**src/rtl/mem_access_unit.sv**
```systemverilog
// Two-channel RAM access sequencer: fetch/data arbitration, little-endian lane steering,
// load extension and alignment checking. Define MAU_TIMEOUT_EN to bound ACCESS wait states.
module mem_access_unit #(
  parameter int ADDR_W  = 32,
  parameter int TIMEOUT = 64
) (
  input  logic              clk,
  input  logic              rst,
  input  logic              if_req,
  input  logic [ADDR_W-1:0] if_addr,
  output logic              if_ready,
  output logic [31:0]       if_rdata,
  output logic              if_err,
  input  logic              d_req,
  input  logic              d_we,
  input  logic [1:0]        d_size,
  input  logic              d_signed,
  input  logic [ADDR_W-1:0] d_addr,
  input  logic [31:0]       d_wdata,
  output logic              d_ready,
  output logic [31:0]       d_rdata,
  output logic              d_err,
  output logic [ADDR_W-1:0] address,
  output logic [31:0]       ram_data_in,
  input  logic [31:0]       ram_data_into_mcu,
  input  logic              ram_ready,
  output logic              cs,
  output logic              we,
  output logic              oe,
  output logic [3:0]        byte_en,
  output logic              busy
);

  typedef enum logic [1:0] {IDLE, ACCESS, RESP} state_t;

  localparam logic [1:0]        SZ_BYTE   = 2'b00;
  localparam logic [1:0]        SZ_HALF   = 2'b01;
  localparam logic [1:0]        SZ_WORD   = 2'b10;
  localparam logic [1:0]        SZ_RSVD   = 2'b11;
  localparam logic [ADDR_W-1:0] LANE_MASK = ADDR_W'(3);

  state_t            state, state_nxt;
  logic              ch_data;
  logic              last_data;
  logic              err_q;
  logic [ADDR_W-1:0] addr_q;
  logic [1:0]        size_q;
  logic              sgn_q;
  logic              we_q;
  logic [31:0]       wdata_q;
  logic              grant_any;
  logic              grant_data;
  logic              illegal;
  logic              timeout_hit;

  function automatic logic [3:0] lane_enables(input logic [1:0] size, input logic [1:0] lane);
    case (size)
      SZ_BYTE: return 4'b0001 << lane;
      SZ_HALF: return lane[1] ? 4'b1100 : 4'b0011;
      default: return 4'b1111;
    endcase
  endfunction

  function automatic logic [31:0] replicate_store(input logic [1:0] size, input logic [31:0] wdata);
    case (size)
      SZ_BYTE: return {4{wdata[7:0]}};
      SZ_HALF: return {2{wdata[15:0]}};
      default: return wdata;
    endcase
  endfunction

  function automatic logic [31:0] steer_load(input logic [1:0] size, input logic [1:0] lane,
                                             input logic sgn, input logic [31:0] word);
    logic signed [7:0]  b;
    logic signed [15:0] h;
    b = word[{lane, 3'b000} +: 8];
    h = lane[1] ? word[31:16] : word[15:0];
    case (size)
      SZ_BYTE: return sgn ? 32'(b) : {24'd0, b};
      SZ_HALF: return sgn ? 32'(h) : {16'd0, h};
      default: return word;
    endcase
  endfunction

  // Ties go to the channel that was not granted last; last_data resets to fetch.
  assign grant_any  = if_req | d_req;
  assign grant_data = d_req & (~if_req | ~last_data);
  assign illegal    = grant_data &
                      ((d_size == SZ_RSVD) |
                       ((d_size == SZ_HALF) & d_addr[0]) |
                       ((d_size == SZ_WORD) & (d_addr[1:0] != 2'b00)));

`ifdef MAU_TIMEOUT_EN
  localparam int CNT_W = $clog2(TIMEOUT + 1);

  logic [CNT_W-1:0] wait_cnt;

  always_ff @(posedge clk) begin
    if (rst) begin
      wait_cnt <= '0;
    end else if (state == ACCESS) begin
      wait_cnt <= wait_cnt + CNT_W'(1);
    end else begin
      wait_cnt <= '0;
    end
  end

  assign timeout_hit = (wait_cnt == CNT_W'(TIMEOUT - 1));
`else
  localparam bit TIMEOUT_OK = (TIMEOUT >= 1);

  // Without the bound, ACCESS waits for ram_ready indefinitely.
  assign timeout_hit = 1'b0 & TIMEOUT_OK;
`endif

  always_comb begin
    state_nxt   = state;
    cs          = 1'b0;
    we          = 1'b0;
    oe          = 1'b0;
    byte_en     = '0;
    address     = '0;
    ram_data_in = '0;
    if_ready    = 1'b0;
    d_ready     = 1'b0;
    if_err      = 1'b0;
    d_err       = 1'b0;
    busy        = (state != IDLE);
    case (state)
      IDLE: begin
        if (grant_any) state_nxt = illegal ? RESP : ACCESS;
      end
      ACCESS: begin
        cs      = 1'b1;
        we      = we_q;
        oe      = ~we_q;
        address = addr_q & ~LANE_MASK;
        byte_en = lane_enables(size_q, addr_q[1:0]);
        if (we_q) ram_data_in = replicate_store(size_q, wdata_q);
        if (ram_ready || timeout_hit) state_nxt = RESP;
      end
      RESP: begin
        state_nxt = IDLE;
        if_ready  = ~ch_data;
        d_ready   = ch_data;
        d_err     = ch_data & err_q;
`ifdef MAU_TIMEOUT_EN
        if_err    = ~ch_data & err_q;
`endif
      end
      default: state_nxt = IDLE;
    endcase
  end

  // Control and read-result registers; ram_ready beats an expiring counter on the same edge.
  always_ff @(posedge clk) begin
    if (rst) begin
      state     <= IDLE;
      ch_data   <= 1'b0;
      last_data <= 1'b0;
      err_q     <= 1'b0;
      if_rdata  <= '0;
      d_rdata   <= '0;
    end else begin
      state <= state_nxt;
      if (state == IDLE && grant_any) begin
        ch_data   <= grant_data;
        last_data <= grant_data;
        err_q     <= illegal;
      end
      if (state == ACCESS) begin
        if (ram_ready) begin
          err_q <= 1'b0;
          if (!we_q) begin
            if (ch_data) d_rdata <= steer_load(size_q, addr_q[1:0], sgn_q, ram_data_into_mcu);
            else         if_rdata <= ram_data_into_mcu;
          end
        end else if (timeout_hit) begin
          err_q <= 1'b1;
        end
      end
    end
  end

  // Request attributes latched at grant; only consumed while ACCESS is active.
  always_ff @(posedge clk) begin
    if (state == IDLE && grant_any) begin
      addr_q  <= grant_data ? d_addr : (if_addr & ~LANE_MASK);
      size_q  <= grant_data ? d_size : SZ_WORD;
      sgn_q   <= grant_data & d_signed;
      we_q    <= grant_data & d_we;
      wdata_q <= d_wdata;
    end
  end

endmodule

```
**config.mk**
```make
export PLATFORM = sky130hd
export DESIGN_NAME = mem_access_unit
export DESIGN_NICKNAME = d
export VERILOG_FILES = /design/src/rtl/mem_access_unit.sv
export SDC_FILE = /design/constraint.sdc
export NUM_CORES = 1
export LEC_CHECK = 0
export BUFFER_PORTS_ARGS = -buffer_cell sky130_fd_sc_hd__buf_2
export CAP_MARGIN = 10
export CELL_PAD_IN_SITES_DETAIL_PLACEMENT = 0
export CELL_PAD_IN_SITES_GLOBAL_PLACEMENT = 1
export CORE_UTILIZATION = 35
export DETAILED_ROUTE_END_ITERATION = 8
export PLACE_DENSITY = 0.87
export RECOVER_POWER = 50
export SYNTH_ARGS = -nofsm -noshare
export SYNTH_HDL_FRONTEND = slang
export SYNTH_SLANG_ARGS = --single-unit
```
**constraint.sdc**
```tcl
create_clock -name clk -period 2.8 [get_ports clk]
set_input_delay 0 -clock clk [delete_from_list [all_inputs] [get_ports clk]]
set_output_delay 0 -clock clk [all_outputs]
set_load 0.02 [all_outputs]
```
==> flow_metrics.py, run 1 <==
metrics = {
    "run_status": {
        "status": "completed",
    },
    "sta": {
        "worst_slew_pin_slew_ns": 1.025,
        "setup_tns_ns": 0,
        "timing.final.crit_period_ns": 2.323,
        "skew_ns": 0.01234,
        "max_freq_mhz": 430.6,
        "rsz0062_at_grt": "no",
        "finalCritPeriodShare": 0.8295,
        "finalWorstSetupSlack_ns": 0.4775,
        "setup_viol": 0,
        "slew_headroom": 0.3163,
        "drv_slew": 0,
        "hold_viol": 0,
        "hold_ws_ns": 0.07965,
    },
    "global_route": {
        "grt_pass1_wl_mm": 31.88,
        "grt.total_usage": 0.2318,
        "grt_pass1_vias": 5958,
        "antenna_found_initial": 0,
        "grt_max_degree": 62,
        "grt_overflow_total": 0,
    },
    "power": {
        "total_power_mw": 5.643,
        "power_frac_comb": 0.188,
        "p_int_mw": 4.057,
        "switching_share": 0.2812,
        "power_density_nw_per_um2": 591.8,
        "vdd_drop_max_mv": 0.3945,
        "leakagePower_nw": 3.961,
        "p_seq_frac": 0.417,
        "clkPwrFrac": 0.394,
        "p_sw_mw": 1.587,
    },
    "synth": {
        "synthArstFlopShare": 0,
        "syn_area_um2": 6158,
        "synth-seq-cells": 136,
        "synth_cells": 610,
        "ys_top_cells_by_area": "edfxtp_1 33%, dfxtp_1 22%, nand2_1 6.4%, mux2_2 5.5%, a21oi_1 4.8%",
        "synth_top_area_frac": 0.3316,
        "yosys_warnings": 0,
        "synth_edf_count": 68,
        "synth_cell_type_count": 44,
        "yosysSeqAreaShare": 0.5526,
        "synthFlopType": "edfxtp_1",
        "yosys.area.top_type": "edfxtp_1",
        "avgSynthCellArea_um2": 10.10,
    },
    "worst_setup_path": {
        "slowest_stage": "clkbuf_2",
        "slowest_delay_ns": 0.57,
        "worstSetupPathType": "flip-flop to primary output",
        "cp-endpoint": "ram_data_in[9]",
        "path_cells": "nand2b_1, inv_1, clkbuf_2, nand2_1, buf_4, a21oi_1, buf_2",
        "cp.arrival_ns": 2.32,
        "rr_worst_depth": 4,
        "crit_start": "state[1]",
        "required_ns": 2.80,
        "startpoint_type": "flip-flop",
        "rr_endpoint": "addr_q[30]",
        "crit_fanout": 43,
        "rrSetupSlack_ns": 0.48,
        "worstReg2RegStart": "last_data",
        "cp-end-kind": "primary output",
    },
    "floorplan": {
        "die_w_um": 134.6,
        "dieArea_um2": 18130,
        "start_util": 0.3573,
        "core_region_area_um2": 17240,
        "chipHeight_um": 134.6,
        "ios": 277,
        "rows": 48,
    },
    "clock_tree": {
        "cts_tree": "yes",
        "cts_made_buffers": 17,
        "htreeDepth": 4,
        "clock_latency_ns": 0.42,
        "cts.sinks": 136,
        "ctsResizeCount": 0,
        "clk_pin_slew_ns": 0.05,
        "root_buffer": "clkbuf_16",
        "cts_buffer_depth": 2,
    },
    "routing": {
        "dr.pass1.iters": 5,
        "drt_iter0_markers": 357,
        "avgViaCountPerCell": 4.853,
        "wirelength_mm": 21.31,
        "routedWlPerCell_um": 17.17,
        "vias": 6023,
        "post-route-drc-count": 0,
        "antenna_left": 0,
    },
    "cells_and_area": {
        "drive_gt1_frac": 0.2756,
        "nets": 1140,
        "finish.utilization": 0.5533,
        "final_cell_mix": "187 x buf_2, 132 x dlygate4sd3_1, 105 x nand2_1",
        "finish.instance_area_um2": 9537,
        "fin_cells": 1241,
        "n_antenna_cell": 0,
        "final_common_cell": "buf_2",
        "areaGrowthSynthToFinish_pct": 54.86,
    },
    "place": {
        "dp_slack_ns": 0.6460,
        "port_buffers": 271,
        "dp.cells": 1077,
        "dpl-instance-area_um2": 7749,
        "gp_congestion": 0.8202,
        "hpwl_mm": 13.69,
    },
    "worst_hold_path": {
        "hp-class": "input port to flip-flop",
    },
    "job": {
        "maxCapViolCount": 0,
    },
}
==> logic make-up (layout without fill, tap and decap cells) <==
family | count (synthesis) | count (layout) | synth area share
compound gates | 113 | 113 | 0.1237
buf+inv | 56 | 460 | 0.03860
flops | 136 | 136 | 0.5526
mux | 57 | 57 | 0.1008
other cells | 1 | 3 | 0.0006089
simple gates | 247 | 247 | 0.1837
==> power by group through the flow <==
stage | clock network (mW) | logic [mW] | registers, mW
finish | 2.22 | 1.06 | 2.35
global route | 2.34 | 1.15 | 2.37
CTS | 2.25 | 1.07 | 2.35
detailed placement | 0 | 0.898 | 2.39
global placement | 0 | 0.889 | 2.39
floorplan | 0 | 0.533 | 2.40
==> metal layers <==
layer | track usage | wire length [um]
met1 | 0.2705 | 8566
met2 | 0.4124 | 10940
met3 | 0.06119 | 1495
met4 | 0.07303 | 310
met5 | 0 | 0
==> cell type report <==
type	count	area, um^2
multi-input cells	420	2541
repair buffers	419	2700
flip-flops and latches	136	3403
well taps	225	281.5
clock inverters	15	151.4
clock buffers	17	425.4
fillers	1506	7700
inverters	9	33.78
==> registers in the layout (all words and copies together), names as in the netlist <==
register   count
size_q         2
d_rdata       32
err_q          1
wdata_q       32
addr_q        32
sgn_q          1
we_q           1
if_rdata      32
state          2
last_data      1
==> worst max-delay path: cells and delay by family, from the launching register on <==
kind,cells,cell delay (ns)
buffers and inverters,4,1.09
flip-flops,1,0.33
AND/OR/NAND/NOR,2,0.27
AO/OA/AOI/OAI,1,0.21
==> cell usage after synthesis, drive strengths merged (2+ instances only) <==
cell type / number
a211oi: 24
a21oi: 59
a22oi: 8
and2: 36
and3: 10
buf: 15
clkbuf: 32
dfxtp: 68
edfxtp: 68
inv: 9
mux2: 30
mux2i: 26
nand2: 105
nand2b: 5
nand3b: 8
nor2: 65
nor2b: 2
nor3: 2
o21ai: 3
o31ai: 7
or2: 2
or3: 8
==> worst min path at each step <==
stage	start	end	depth (start not counted)
global route	if_req	we_q	3
detailed placement	d_wdata[0]	wdata_q[0]	1
floorplan	d_wdata[0]	wdata_q[0]	0
global placement	d_wdata[27]	wdata_q[27]	1
finish	if_req	last_data	4
CTS	if_req	last_data	4
==> timing repair <==
item | 4_1_cts | 5_1_grt
endpoints found under the hold margin | 127 | 0
hold buffers | 132 | 0
buffers inserted | 0 | 0
No activity file was read; power rests on OpenSTA's default activity.
==> inputs of run 2 (changes only) <==
Clock period 2.8 ns to 2.39 ns, I/O delays scaled along.
==> flow_metrics.py, run 2 (synthesis gave the netlist of run 1 again) <==
metrics = {
    "place": {
        "port_buffers": 271,
        "dpl-instance-area_um2": 7812,
        "hpwl_mm": 14.33,
        "gp_congestion": 0.8424,
    },
    "clock_tree": {
        "cts.sinks": 136,
        "root_buffer": "clkbuf_16",
        "clk_pin_slew_ns": 0.06,
        "cts_buffer_depth": 2,
        "cts_made_buffers": 17,
        "cts_tree": "yes",
        "postCtsSetupRepairBufs": 0,
        "htreeDepth": 4,
        "clock_latency_ns": 0.43,
    },
    "floorplan": {
        "die_w_um": 134.6,
        "chipHeight_um": 134.6,
        "core_region_area_um2": 17240,
        "ios": 277,
        "rows": 48,
        "dieArea_um2": 18130,
        "start_util": 0.3573,
    },
    "cells_and_area": {
        "areaGrowthSynthToFinish_pct": 56.36,
        "final_common_cell": "buf_2",
        "multi_input_area_um2": 2509,
        "final_cell_mix": "198 x buf_2, 132 x dlygate4sd3_1, 105 x nand2_1",
        "finish.instance_area_um2": 9629,
        "nets": 1148,
        "finish.utilization": 0.5587,
        "fillCellCount": 1469,
        "drive_gt1_frac": 0.2900,
        "seqCellArea_um2": 3403,
    },
    "global_route": {
        "grt_max_degree": 40,
        "grt_pass1_vias": 6303,
        "grt.total_usage": 0.2467,
        "grt_pass1_wl_mm": 33.76,
        "antenna_found_initial": 1,
        "grt_overflow_total": 0,
    },
    "sta": {
        "setup_viol": 0,
        "slew_headroom": 0.5175,
        "setup_tns_ns": 0,
        "worst_slew_pin_slew_ns": 0.7238,
        "timing.final.crit_period_ns": 2.237,
        "skew_ns": 0.01755,
        "rsz0062_at_grt": "no",
        "finalCritPeriodShare": 0.9362,
        "drv_slew": 0,
        "hold_viol": 0,
        "max_freq_mhz": 446.9,
    },
    "power": {
        "leakagePower_nw": 4.074,
        "vdd_drop_max_mv": 0.4943,
        "power_density_nw_per_um2": 707.7,
    },
    "routing": {
        "drt_iter0_markers": 293,
        "post-route-drc-count": 0,
        "dr.pass1.iters": 5,
        "wirelength_mm": 21.95,
        "routedWlPerCell_um": 17.56,
        "avgViaCountPerCell": 4.941,
        "vias": 6176,
        "antenna_left": 0,
    },
    "worst_setup_path": {
        "startpoint_type": "flip-flop",
        "crit_fanout": 14,
        "worstReg2RegStart": "last_data",
        "worstSetupPathType": "flip-flop to flip-flop",
        "rr_endpoint": "addr_q[29]",
        "rrSetupSlack_ns": 0.15,
        "cp-end-kind": "flip-flop",
        "crit_start": "last_data",
        "rr_worst_depth": 4,
        "required_ns": 2.54,
        "cp.arrival_ns": 2.39,
    },
    "run_status": {
        "status": "completed",
    },
    "worst_hold_path": {
        "hp-class": "input port to flip-flop",
        "min_from": "rst",
        "whs_path_depth": 2,
        "min_to": "last_data",
    },
    "job": {
        "maxCapViolCount": 0,
    },
}
[run 2: cell types whose count changed in the layout (fill, tap and decap cells not counted), moves of 2 or more]
cell	previous run	this run
clkinv_1	2	0
and2_1	30	32
a211oi_1	14	21
buf_2	187	198
inv_8	0	6
a211oi_2	10	3
clkbuf_1	84	72
buf_4	13	22
and2_0	6	4
clkinv_2	2	0
clkinvlp_4	4	1
[run 2: stage by stage]
stage	hold slack, ns	worst slack (ns)	std cells	total power [mW]
global route	0.01668	0.04808	1250	7.082
floorplan	0.09887	0.1751	612	3.433
detailed placement	0.1781	0.4898	1085	3.877
CTS	0.01264	0.1346	1249	6.836
finish	0.002574	0.1526	1250	6.814
global placement	0.1783	0.5158	1085	3.863
[run 2: area by class of cell]
cell class / instances / area share
Antenna cell: 1 / 0.0002599
Clock buffer: 17 / 0.04418
Clock inverter: 15 / 0.02027
Inverter: 9 / 0.003638
Multi-Input combinational cell: 420 / 0.2605
Sequential cell: 136 / 0.3534
Tap cell: 225 / 0.02924
Timing Repair Buffer: 427 / 0.2885
[run 2: timing repair]
item                       4_1_cts  5_1_grt
hold endpoints to repair       128        0
hold buffers                   132        0
resized for setup                0        1
setup endpoints to repair        0        1
[run 2: worst max path at each step]
stage / endpoint / cells past startpoint
floorplan: addr_q[0] / 3
global placement: d_rdata[10] / 6
detailed placement: d_rdata[7] / 4
CTS: addr_q[29] / 4
global route: wdata_q[14] / 4
finish: addr_q[29] / 4
[run 2: metal layers]
metal	vias to the layer above	GRT usage	share of wire
li1	2929	-	-
met1	2886	0.2743	0.39
met2	313	0.4485	0.51
met3	48	0.05518	0.069
met4	0	0.1092	0.030
met5	-	0	0
[run 2: worst max-delay path, cell delays in order, from the launching register on]
cell,delay (ns)
dfxtp_1,0.41
a21boi_4,0.29
buf_4,0.29
mux2_2,0.39
dlygate4sd3_1,0.59
[run 2: power breakdown]
group / internal, mW / switching (mW)
clock network: 1.60 / 1.17
logic: 0.565 / 0.706
registers: 2.67 / 0.100
total: 4.84 / 1.98
==> inputs of run 3 (changes only) <==
Settings changed: CORE_MARGIN set to 5.
==> flow_metrics.py, run 3 (synthesis gave the netlist of run 1 again) <==
metrics = {
    "run_status": {
        "status": "completed",
    },
    "cells_and_area": {
        "fillCellCount": 1497,
        "areaGrowthSynthToFinish_pct": 56.16,
        "seqCellArea_um2": 3403,
        "n_antenna_cell": 0,
        "final_cell_mix": "192 x buf_2, 131 x dlygate4sd3_1, 105 x nand2_1",
        "final_common_cell": "buf_2",
        "multi_input_area_um2": 2534,
        "drive_gt1_frac": 0.2853,
        "finish.instance_area_um2": 9617,
        "fin_cells": 1245,
        "nets": 1144,
    },
    "sta": {
        "setup_tns_ns": 0,
        "slew_headroom": 0.5273,
        "max_freq_mhz": 471.7,
        "drv_slew": 0,
        "rsz0062_at_grt": "no",
        "timing.final.crit_period_ns": 2.120,
        "setup_viol": 0,
        "skew_ns": 0.01095,
        "finalWorstSetupSlack_ns": 0.2699,
        "finalCritPeriodShare": 0.8871,
        "worst_slew_pin_slew_ns": 0.7091,
        "hold_viol": 0,
    },
    "worst_setup_path": {
        "cp.arrival_ns": 2.29,
        "cp-end-kind": "flip-flop",
        "rrSetupSlack_ns": 0.27,
        "worstReg2RegStart": "last_data",
        "startpoint_type": "flip-flop",
        "required_ns": 2.56,
        "rr_endpoint": "addr_q[24]",
        "worstSetupPathType": "flip-flop to flip-flop",
        "crit_fanout": 21,
        "rr_worst_depth": 4,
    },
    "routing": {
        "antenna_left": 0,
        "routedWlPerCell_um": 17.52,
        "wirelength_mm": 21.81,
        "avgViaCountPerCell": 4.843,
        "post-route-drc-count": 0,
        "dr.pass1.iters": 4,
        "vias": 6029,
        "drt_iter0_markers": 311,
    },
    "clock_tree": {
        "clock_latency_ns": 0.41,
        "clk_pin_slew_ns": 0.06,
        "cts.sinks": 136,
        "root_buffer": "clkbuf_16",
        "htreeDepth": 4,
        "cts_made_buffers": 17,
        "postCtsSetupRepairBufs": 0,
        "cts_buffer_depth": 2,
        "cts_tree": "yes",
    },
    "floorplan": {
        "dieArea_um2": 20350,
        "start_util": 0.3560,
        "ios": 277,
        "die_w_um": 142.6,
        "chipHeight_um": 142.6,
        "core_region_area_um2": 17300,
        "rows": 48,
    },
    "place": {
        "dpl-instance-area_um2": 7802,
        "dp.cells": 1082,
        "port_buffers": 271,
        "gp_congestion": 0.8346,
        "hpwl_mm": 14.54,
        "dp_slack_ns": 0.4286,
    },
    "power": {
        "power_density_nw_per_um2": 700.0,
        "vdd_drop_max_mv": 0.4643,
        "total_power_mw": 6.732,
        "leakagePower_nw": 4.041,
    },
    "global_route": {
        "antenna_found_initial": 0,
        "grt_pass1_vias": 6243,
        "grt.total_usage": 0.2136,
        "grt_overflow_total": 0,
        "grt_max_degree": 35,
        "grt_pass1_wl_mm": 33.77,
    },
    "worst_hold_path": {
        "min_to": "if_rdata[30]",
        "whs_path_depth": 2,
        "hp-class": "input port to flip-flop",
        "min_from": "rst",
    },
    "job": {
        "maxCapViolCount": 0,
    },
}
-- run 3: power breakdown --
| part | total, mW | switching, mW | internal, mW |
|---|---|---|---|
| Sequential | 2.76 | 0.0895 | 2.67 |
| Clock | 2.71 | 1.03 | 1.68 |
| Combinational | 1.27 | 0.700 | 0.565 |
| Total | 6.73 | 1.82 | 4.91 |
-- run 3: repair_timing --
item                                    4_1_cts  5_1_grt
endpoints found under the hold margin       131        0
hold buffers                                131        0
resized for setup                             0        1
endpoints found under the setup margin        0        8
-- run 3: worst max path at each step --
stage	slack, ns	startpoint	cells past startpoint	to
6_report	0.27	last_data	4	addr_q[24]
5_1_grt	0.08	state[0]	5	ram_data_in[0]
4_1_cts	0.13	size_q[0]	5	ram_data_in[15]
3_5_place_dp	0.43	state[0]	4	wdata_q[10]
3_3_place_gp	0.45	state[0]	4	wdata_q[29]
2_1_floorplan	0.18	state[0]	3	addr_q[0]
-- run 3: layout make-up --
type,instances,area share
inverter,9,0.003903
multi-input combinational,420,0.2635
clock inverter,11,0.01379
sequential,136,0.3539
clock buffer,21,0.05022
tap,225,0.02927
timing repair buffer,423,0.2855
-- run 3: through the flow --
stage | hold WS, ns | util
floorplan | 0.09887 | -
global placement | 0.1771 | 0.4511
detailed placement | 0.1781 | 0.4511
CTS | 0.03709 | 0.5625
global route | 0.06465 | 0.5560
finish | 0.06005 | 0.5560
-- run 3: metal layers --
metal	share of wire	global-route usage	vias up
met4	0.029	0.08554	0
met1	0.39	0.2454	2823
met2	0.49	0.3719	243
li1	-	-	2920
met3	0.087	0.06430	43
met5	0	0	-
-- run 3: worst max-delay path: stages (launching register included) --
cell and delay, ns:
dfxtp_1 0.41, a21boi_4 0.21, buf_4 0.31, mux2_2 0.39, dlygate4sd3_1 0.55
